--- src/rtl/nn_result_argmax.sv ---
// nn_result_argmax
//   Streams NUM_CLASSES IEEE-754 single-precision result words per frame and
//   reports the index and value of the largest word, plus whether any NaN
//   word was seen in the frame.
//
//   Optional feature: define NN_ARGMAX_RELU_EN to clamp every negative
//   non-NaN word to +0 before it is compared and reported.
//
//   Ports
//     clk        in   rising-edge clock
//     reset      in   synchronous active-high reset
//     in_valid   in   result word present
//     in_data    in   [31:0] single-precision result word
//     in_ready   out  word accepted this cycle (ACCUM)
//     out_valid  out  frame verdict available (HOLD)
//     out_ready  in   downstream consumes verdict
//     out_class  out  [4:0] 0-based index of the maximum word
//     out_value  out  [31:0] maximum word
//     out_nan    out  at least one NaN word in the frame
//
//   state | meaning
//   ACCUM | accepting words, tracking running max
//   HOLD  | verdict presented, upstream back-pressured
module nn_result_argmax #(
  parameter int NUM_CLASSES = 10
) (
  input  logic        clk,
  input  logic        reset,
  input  logic        in_valid,
  input  logic [31:0] in_data,
  output logic        in_ready,
  output logic        out_valid,
  input  logic        out_ready,
  output logic [4:0]  out_class,
  output logic [31:0] out_value,
  output logic        out_nan
);

  typedef enum logic {ACCUM, HOLD} state_t;

  localparam logic [4:0] LAST_IDX = 5'(NUM_CLASSES - 1);

  state_t      state, state_nxt;
  logic [4:0]  idx;
  logic [31:0] max_val;
  logic [4:0]  max_cls;
  logic        max_is_nan;
  logic        nan_seen;
  logic        word_xfer;
  logic        verdict_xfer;
  logic        in_is_nan;
  logic [31:0] word;

  assign in_is_nan = (in_data[30:23] == 8'hFF) && (in_data[22:0] != 23'd0);

`ifdef NN_ARGMAX_RELU_EN
  assign word = (in_data[31] && !in_is_nan) ? 32'h0 : in_data;
`else
  assign word = in_data;
`endif

  // Strictly-greater on non-NaN floats. Both zeros compare equal regardless
  // of sign, so a -0/+0 tie keeps the earlier index.
  function automatic logic greater(input logic [31:0] a, input logic [31:0] b);
    logic a_zero, b_zero;
    a_zero = (a[30:0] == 31'd0);
    b_zero = (b[30:0] == 31'd0);
    if (a_zero && b_zero)
      greater = 1'b0;
    else if (!a[31] && b[31])
      greater = 1'b1;
    else if (a[31] && !b[31])
      greater = 1'b0;
    else if (!a[31])
      greater = (a[30:0] > b[30:0]);
    else
      greater = (a[30:0] < b[30:0]);
  endfunction

  always_ff @(posedge clk) begin
    if (reset)
      state <= ACCUM;
    else
      state <= state_nxt;
  end

  always_comb begin
    state_nxt    = state;
    in_ready     = 1'b0;
    out_valid    = 1'b0;
    word_xfer    = 1'b0;
    verdict_xfer = 1'b0;
    case (state)
      ACCUM: begin
        in_ready  = 1'b1;
        word_xfer = in_valid;
        if (word_xfer && (idx == LAST_IDX))
          state_nxt = HOLD;
      end
      HOLD: begin
        out_valid    = 1'b1;
        verdict_xfer = out_ready;
        if (verdict_xfer)
          state_nxt = ACCUM;
      end
      default: state_nxt = ACCUM;
    endcase
  end

  always_ff @(posedge clk) begin
    if (reset) begin
      idx        <= 5'd0;
      max_val    <= 32'h0;
      max_cls    <= 5'd0;
      max_is_nan <= 1'b0;
      nan_seen   <= 1'b0;
    end else if (word_xfer) begin
      idx <= (idx == LAST_IDX) ? 5'd0 : idx + 5'd1;
      if (idx == 5'd0) begin
        max_val    <= word;
        max_cls    <= 5'd0;
        max_is_nan <= in_is_nan;
        nan_seen   <= in_is_nan;
      end else if (in_is_nan) begin
        nan_seen <= 1'b1;
      end else if (max_is_nan || greater(word, max_val)) begin
        // A NaN held from index 0 loses to the first real word.
        max_val    <= word;
        max_cls    <= idx;
        max_is_nan <= 1'b0;
      end
    end else if (verdict_xfer) begin
      max_val    <= 32'h0;
      max_cls    <= 5'd0;
      max_is_nan <= 1'b0;
      nan_seen   <= 1'b0;
    end
  end

  assign out_class = max_cls;
  assign out_value = max_val;
  assign out_nan   = nan_seen;

endmodule

--- config.mk ---
export PLATFORM = sky130hd
export DESIGN_NAME = nn_result_argmax
export DESIGN_NICKNAME = d
export VERILOG_FILES = /design/src/rtl/nn_result_argmax.sv
export SDC_FILE = /design/constraint.sdc
export NUM_CORES = 1
export LEC_CHECK = 0
export ABC_AREA = 1
export CORE_UTILIZATION = 46
export CTS_CLUSTER_DIAMETER = 40
export DETAILED_ROUTE_END_ITERATION = 7
export PLACE_DENSITY = 0.83
export SLEW_MARGIN = 40
export SYNTH_ARGS = -nofsm -noshare
export SYNTH_HDL_FRONTEND = slang
export SYNTH_SLANG_ARGS = --single-unit
--- constraint.sdc ---
create_clock -name clk -period 2.4 [get_ports clk]
set_input_delay 0.72 -clock clk [delete_from_list [all_inputs] [get_ports clk]]
set_output_delay 0.72 -clock clk [all_outputs]
set_load 0.02 [all_outputs]
# == After elaboration in Yosys (flattened, before gate mapping) ==
# Index checks and enable logic that the tools add are counted.
# word_totals
regBits,45
out_inout_bits,40
elab_cells,64
# classes
addsub,1
magnitude_cmp,2
n_eq_ne,5
n_mux,34
bitwise,1
reduce_logical,15
# ops
operator,n
32-bit two-way mux,5
31-bit logical NOT,2
31-bit > comparator,1
31-bit less-than comparator,1
5-bit two-way mux,6
23-bit nonzero test,1
1-bit two-way mux,22
"8-bit == test, second input constant",1
"3-bit by 1-bit != test with 1-bit output, second input constant",2
"5-bit by 1-bit adder with 5-bit output, second input constant",1
"5-bit by 4-bit == test with 1-bit output, second input constant",1
1-bit logical AND,5
5-bit logical NOT,1
"3-bit by 2-bit != test with 1-bit output, second input constant",1
3-bit AND reduction,1
1-bit logical NOT,2
1-bit one-hot mux with 2 select lines,1
2-bit AND reduction,1
2-bit nonzero test,1
1-bit logical OR,1
1-bit NOT,1

# == Longest topological paths before layout ==
# Gate-level depths: netlist (run 1).
# depth
depth_word,14
depth_mapped,20
mapped_depth_nobuf,19

# == Least setup slack after synthesis (run 1) ==
# No wires, ideal clock.
# synth_timing
path_type,input -> register
start,input port in_data[14]
end,register max_is_nan
arrival_time_ns,2.252
required_ns,2.287
slack_ns,0.035
path_stages,17
n_path_buf,1
cell_sequence,ha_1 -> nand2_1 -> nor2_1 -> nand3_1 -> nor2_2 -> nand2_1 -> nand2_1 -> nand2_1 -> nand2_1 -> nand2_1 -> nand2_1 -> nand2_1 -> nand3_4 -> nand3_4 -> buf_2 -> nor2_1 -> nor2_1
# synth_via
elab_chain_len,12
elab_cells_between_ends,20
classes_between,2 x order compare; 2 x eq/ne; 10 x mux; 6 x reduce/logical
# synth_lines
item,line,source
from (decl),30,"input logic [31:0] in_data,"
31-bit > comparator / 31-bit less-than comparator (equally long branches),"75, 77",
1-bit two-way mux,74,else if (!a[31])
1-bit two-way mux,72,else if (a[31] && !b[31])
1-bit two-way mux,70,else if (!a[31] && b[31])
1-bit two-way mux,68,if (a_zero && b_zero)
1-bit two-way mux,124,end else if (in_is_nan) begin
1-bit two-way mux,119,if (idx == 5'd0) begin
1-bit two-way mux,117,end else if (word_xfer) begin
1-bit two-way mux,111,if (reset) begin
1-bit logical OR,126,"end else if (max_is_nan || greater(word, max_val)) begin"
3-bit by 1-bit != test with 1-bit output (no source line),n/a,
3-bit AND reduction (no source line),n/a,
to (signal assigned),122,max_is_nan <= in_is_nan;
to (decl),47,logic max_is_nan;
# Several ways; a longest one is shown, not always the timed one. The select of a mux whose other input is x is not followed.
# A chain may end at the register's enable or synchronous reset.

# == Worst setup path after layout (run 1) ==
# layout_timing
start,input port in_data[21]
end,"register max_val[18], in the netlist out_value[18]"
# layout_via
elab_chain_len,12
elab_cells_between_ends,18
classes_between,2 x order compare; 2 x eq/ne; 8 x mux; 6 x reduce/logical
# layout_lines
item,line,source
31-bit > comparator / 31-bit less-than comparator (equally long branches),"75, 77",
1-bit two-way mux,74,
1-bit two-way mux,72,
1-bit two-way mux,70,
1-bit two-way mux,68,
1-bit two-way mux,124,
1-bit two-way mux,119,
1-bit two-way mux,117,
1-bit two-way mux,111,
1-bit logical OR,126,
3-bit by 1-bit != test with 1-bit output (no source line),n/a,
3-bit AND reduction (no source line) (*),n/a,
to (signal assigned),120,max_val <= word;
to (signal assigned),128,max_val <= word;
to (decl),45,logic [31:0] max_val;
# Mark *: on every way between the ends. The rest lies on a longest branch, timed or not. The select of a mux whose other input is x is not followed.

==> metrics list, run 1 <==
- After detailed routing, the met3 layer carries 1020 um of wire.
- Detailed-route via count: 4,192
- Average wire per cell in the routed design: 15.4 um
- At the end of the flow the core is filled with cells to 0.749.
* Number of buffer and inverter instances along the worst setup path: 5
- Iteration count of the initial detailed-routing pass: 7
- The count of final max-slew check failures is 0.
* Stage delay of the slowest cell on the critical path: 0.25 ns
* Effective utilization at floorplan: 0.481
- Most common cell after layout, fill and taps aside: sky130_fd_sc_hd__nand2_1
- Number of setup violations in the final report: 38
- After layout, the worst setup slack is -0.179 ns.
* Post-synthesis to final-layout area growth: 55.9%
* Critical path startpoint category: input port
* Max Fanout on Critical Path: 6
- Post-synth design cell area: 3300 um^2
- The die is 86.7 um wide.
* Most frequent cells in the layout: sky130_fd_sc_hd__nand2_1 (134), sky130_fd_sc_hd__inv_1 (90), sky130_fd_sc_hd__nor2_1 (88)
* Clock Tree Buf Depth: 2
- Highest metal layer used by the detailed router: met4
* Number of violations reported at the end of detailed-routing iteration 0: 440
* Outcome: finished with violations
- Max-cap violation count: 0
- The first global-routing pass estimated 18,100 um of wire.
* Post-synthesis area per instance: 6.07 um^2
* Number of unique standard cell types used by synthesis: 24
* Wl on met1: 4370 um
- The cell sitting at the root of the clock tree is a sky130_fd_sc_hd__clkbuf_8.
* Final wirelength: 11,800 um
- Count of input and output buffers: 75
- Of the post-synthesis cell area, the part taken by muxes is 0.
- Of the cells placed in the final design, the portion with a size suffix greater than 1 is 0.285.
* Post-Syn Nets: 614
- Cell family contributing the most delay on the critical path: simple AND/OR/NAND/NOR gates
- The worst register-to-register path ends at out_value[17].
- TritonCTS clock tree: yes
- Post-synthesis adder-cell area fraction: 0.129
* Final Skew: 0.00745 ns
- Instance count of the mapped netlist: 544
- At the later pin of the worst-skew pair, clock insertion delay measures 0.31 ns.
- For the pin with the worst max-slew slack, the measured transition is 0.332 ns.
- Xor-xnor portion of the synthesized cell area: 0.00265
* Top cell type by total area after synthesis: sky130_fd_sc_hd__dfxtp_1
- Routability congestion estimate: 0.914
* Maximum level of the CTS H-tree: 2
- Crit path capture type: flop
* Proportion of netlist area held by the largest area contributor: 0.273
- Post-CTS clock slew at the launch and capture registers of the worst setup and hold paths: 0.09 ns
- Crit path arrival time: 2.83 ns
* Maximum ir drop on the vdd rail: 0.331 mV
* Height of the die: 86.7 um
- Of the total synthesized cell area, the portion taken by AND, OR, NAND and NOR gates is 0.417.
- The number of global-route vias before repair was 4,059.
* Number of sinks driven by the clock tree: 45
- Antenna diodes: 0
* Critical path class: input port to flop
- Number of top-level design ports: 76
* Cell depth of the worst hold path: 2
* Average via count per standard cell: 5.45
- Met2 Routed Length: 5730 um
- Path class of the lowest-slack min-delay path: flop to flop
* Relative slew margins: 0.777
- Post-synthesis sequential area ratio: 0.273
- The checks that failed: negative setup slack.
- Largest family of logic cells by synthesized area: simple AND/OR/NAND/NOR gates
* Post-layout nets: 742
* Number of cells after detailed placement: 749
- Fraction of the mapped netlist area in compound gates: 0.0322
* Total power per unit cell area: 460 nW/um^2
- In the finished design, the share of the clock period the worst path needs comes to 1.07.
- The number of antenna violations at the first check in global routing came to 0.
- Across every metal layer, demand over resource in global routing totals 0.309.
- After floorplanning, the core was divided into 30 placement rows.
- After detailed routing, the number of remaining DRC violations is 0.
* Maximum achievable frequency: 388 MHz
- The startpoint identified for the worst hold timing path is out_nan.
- Number of warnings reported in the yosys synthesis log: 0
- Post-synthesis sequential element count: 45
- Setup slack of the most critical reg-to-reg path: -0.13 ns
* Placeable core region: 6870 um^2
* Worst R2R Path Depth: 17
- The analysis attributes to cell leakage a power of 0.00247 uW.
- Remaining antenna violation count after routing: 0
* Largest net degree at the start of global routing: 36
- Worst min-delay path endpoint: out_nan
* Number of buffers created by CTS: 5
- Required time at the worst-slack endpoint: 2.66 ns
- On the critical path, the stage with the largest delay is an instance of sky130_fd_sc_hd__or2_1.
* Time the final worst path needs with I/O delays and setup: 2.58 ns
* Unrepaired setup endpoints after global routing: yes
* Launch instance of the worst register-to-register path: out_value[25]
- The final number of hold-violating endpoints came to 0.
- The critical path goes through clkdlybuf4s15_2 > buf_4 > or2_1 > nor3_1 > nand2_1 > nor2_1 > nand2_1 > nor2_2 > a21oi_2 > nand2_2 > nand3_4 > buf_4 > buf_6 > buf_4 > nand4_1 > nand2_1 > nor2_1.
- Top cells by area, synth: sky130_fd_sc_hd__dfxtp_1 (27%), sky130_fd_sc_hd__nand2_1 (19%), sky130_fd_sc_hd__ha_1 (13%)
- Final global-route overflow total: 0
* Die Area: 7520 um^2
* Number of standard cells in the final layout excluding fillers: 769
* Half-perimeter wire length after detailed placement: 7280 um
## logic make-up (layout without fill, tap and decap cells)
| group | Yosys count | after routing |
|---|---|---|
| compound gates | 19 | 19 |
| simple gates | 326 | 326 |
| xor+xnor | 1 | 1 |
| buf+inv | 119 | 248 |
| flops | 45 | 45 |
| fa+ha+maj | 34 | 34 |
## worst reg2reg max path: stages, from the launching register on
cell and delay (ns):
sky130_fd_sc_hd__dfxtp_1 0.38, sky130_fd_sc_hd__inv_1 0.11, sky130_fd_sc_hd__ha_4 0.28, sky130_fd_sc_hd__nand4_1 0.20, sky130_fd_sc_hd__nor2_2 0.21, sky130_fd_sc_hd__nand2_1 0.11, sky130_fd_sc_hd__nor2_1 0.13, sky130_fd_sc_hd__nand2_1 0.08
sky130_fd_sc_hd__nand2_2 0.08, sky130_fd_sc_hd__nand2_1 0.05, sky130_fd_sc_hd__nand2_1 0.07, sky130_fd_sc_hd__nand2_2 0.06, sky130_fd_sc_hd__nand3_4 0.07, sky130_fd_sc_hd__nand3_4 0.13, sky130_fd_sc_hd__buf_12 0.18, sky130_fd_sc_hd__buf_16 0.15
sky130_fd_sc_hd__nor2_2 0.10, sky130_fd_sc_hd__nor2_1 0.06
## report_power, final
group,internal (uW),switching [uW],total [uW]
sequential,806,46.7,852
combinational,470,564,1030
clock,203,280,483
## flip-flops by register name, summed over array words and instances, names as in the netlist
register,count
out_class,5
state,1
idx,5
out_value,32
out_nan,1
max_is_nan,1
## repair_timing
action / in CTS / in global routing
setup endpoints to repair: 38 / 38
hold endpoints to repair: 0 / 0
resized for setup: 166 / 46
hold buffers: 0 / 0
pin swaps: 47 / 22
gates cloned: 3 / 0
buffers inserted: 8 / 3
## worst max-delay path by stage
stage                      startpoint       endpoint  cells after the start
after global routing      in_data[19]  out_value[17]                     19
after CTS                 in_data[30]   out_value[9]                     17
after floorplan           in_data[14]     max_is_nan                     17
after global placement    in_data[30]   out_value[1]                     17
final                     in_data[21]  out_value[18]                     17
after detailed placement  in_data[14]  out_value[16]                     18
## per-stage QoR
step                      hold WS (ns)  power, uW  TNS, ns  worst slack [ns]  cell area (um^2)
after floorplan                  0.454       1320        0            0.0354              3300
after global placement           0.453       1640   -20.89            -0.567              4500
after detailed placement         0.457       1670   -22.36            -0.606              4500
after CTS                        0.474       2280  -0.0418          -0.00966              5070
after global routing             0.487       2480    -8.50            -0.358              5150
final                            0.477       2370    -4.34            -0.179              5150
## per-layer routing
layer,global-route usage,vias up
met5,0,-
met4,0.185,0
met3,0.0590,88
met2,0.546,268
met1,0.343,1903
li1,-,1933
## cell type report
type	instances	area (um^2)
inverter	101	379
multi-input combinational	380	2390
sequential	45	903
fill	464	1720
timing repair buffer	139	1270
clock buffer	6	72.6
tap	96	120
clock inverter	2	10.0
## synth_stat cells
master	count
sky130_fd_sc_hd__nand2_1	163
sky130_fd_sc_hd__nor2_1	103
sky130_fd_sc_hd__inv_1	94
sky130_fd_sc_hd__dfxtp_1	45
sky130_fd_sc_hd__nand4_1	38
sky130_fd_sc_hd__ha_1	34
sky130_fd_sc_hd__a21oi_1	13
sky130_fd_sc_hd__clkbuf_1	9
sky130_fd_sc_hd__nand3_1	8
sky130_fd_sc_hd__nor3_1	7
sky130_fd_sc_hd__inv_2	6
sky130_fd_sc_hd__buf_2	5
sky130_fd_sc_hd__buf_6	4
sky130_fd_sc_hd__a211oi_1	2
sky130_fd_sc_hd__a21o_1	2
sky130_fd_sc_hd__nand3_4	2
sky130_fd_sc_hd__nor4_1	2
sky130_fd_sc_hd__a31oi_1	1
sky130_fd_sc_hd__clkinv_1	1
sky130_fd_sc_hd__nand2_2	1
sky130_fd_sc_hd__nor2_2	1
sky130_fd_sc_hd__o21ai_1	1
sky130_fd_sc_hd__or2_1	1
sky130_fd_sc_hd__xor2_1	1
Note: power is estimated with default switching activity, not from simulation.
==> run 2, diff against run 1 <==
==> constraint.sdc (replaced) <==
create_clock -name clk -period 2.4 [get_ports clk]
set_input_delay 0.72 -clock clk [delete_from_list [all_inputs] [get_ports clk]]
set_output_delay 0.72 -clock clk [all_outputs]
set_load 0.01 [all_outputs]
==> results of run 2 <==
The final DEF is identical to that of run 1. Status: finished with violations: negative setup slack.
Among the figures that moved: total power 2370 uW -> 2330 uW; worst IR drop on VDD 0.331 mV -> 0.327 mV
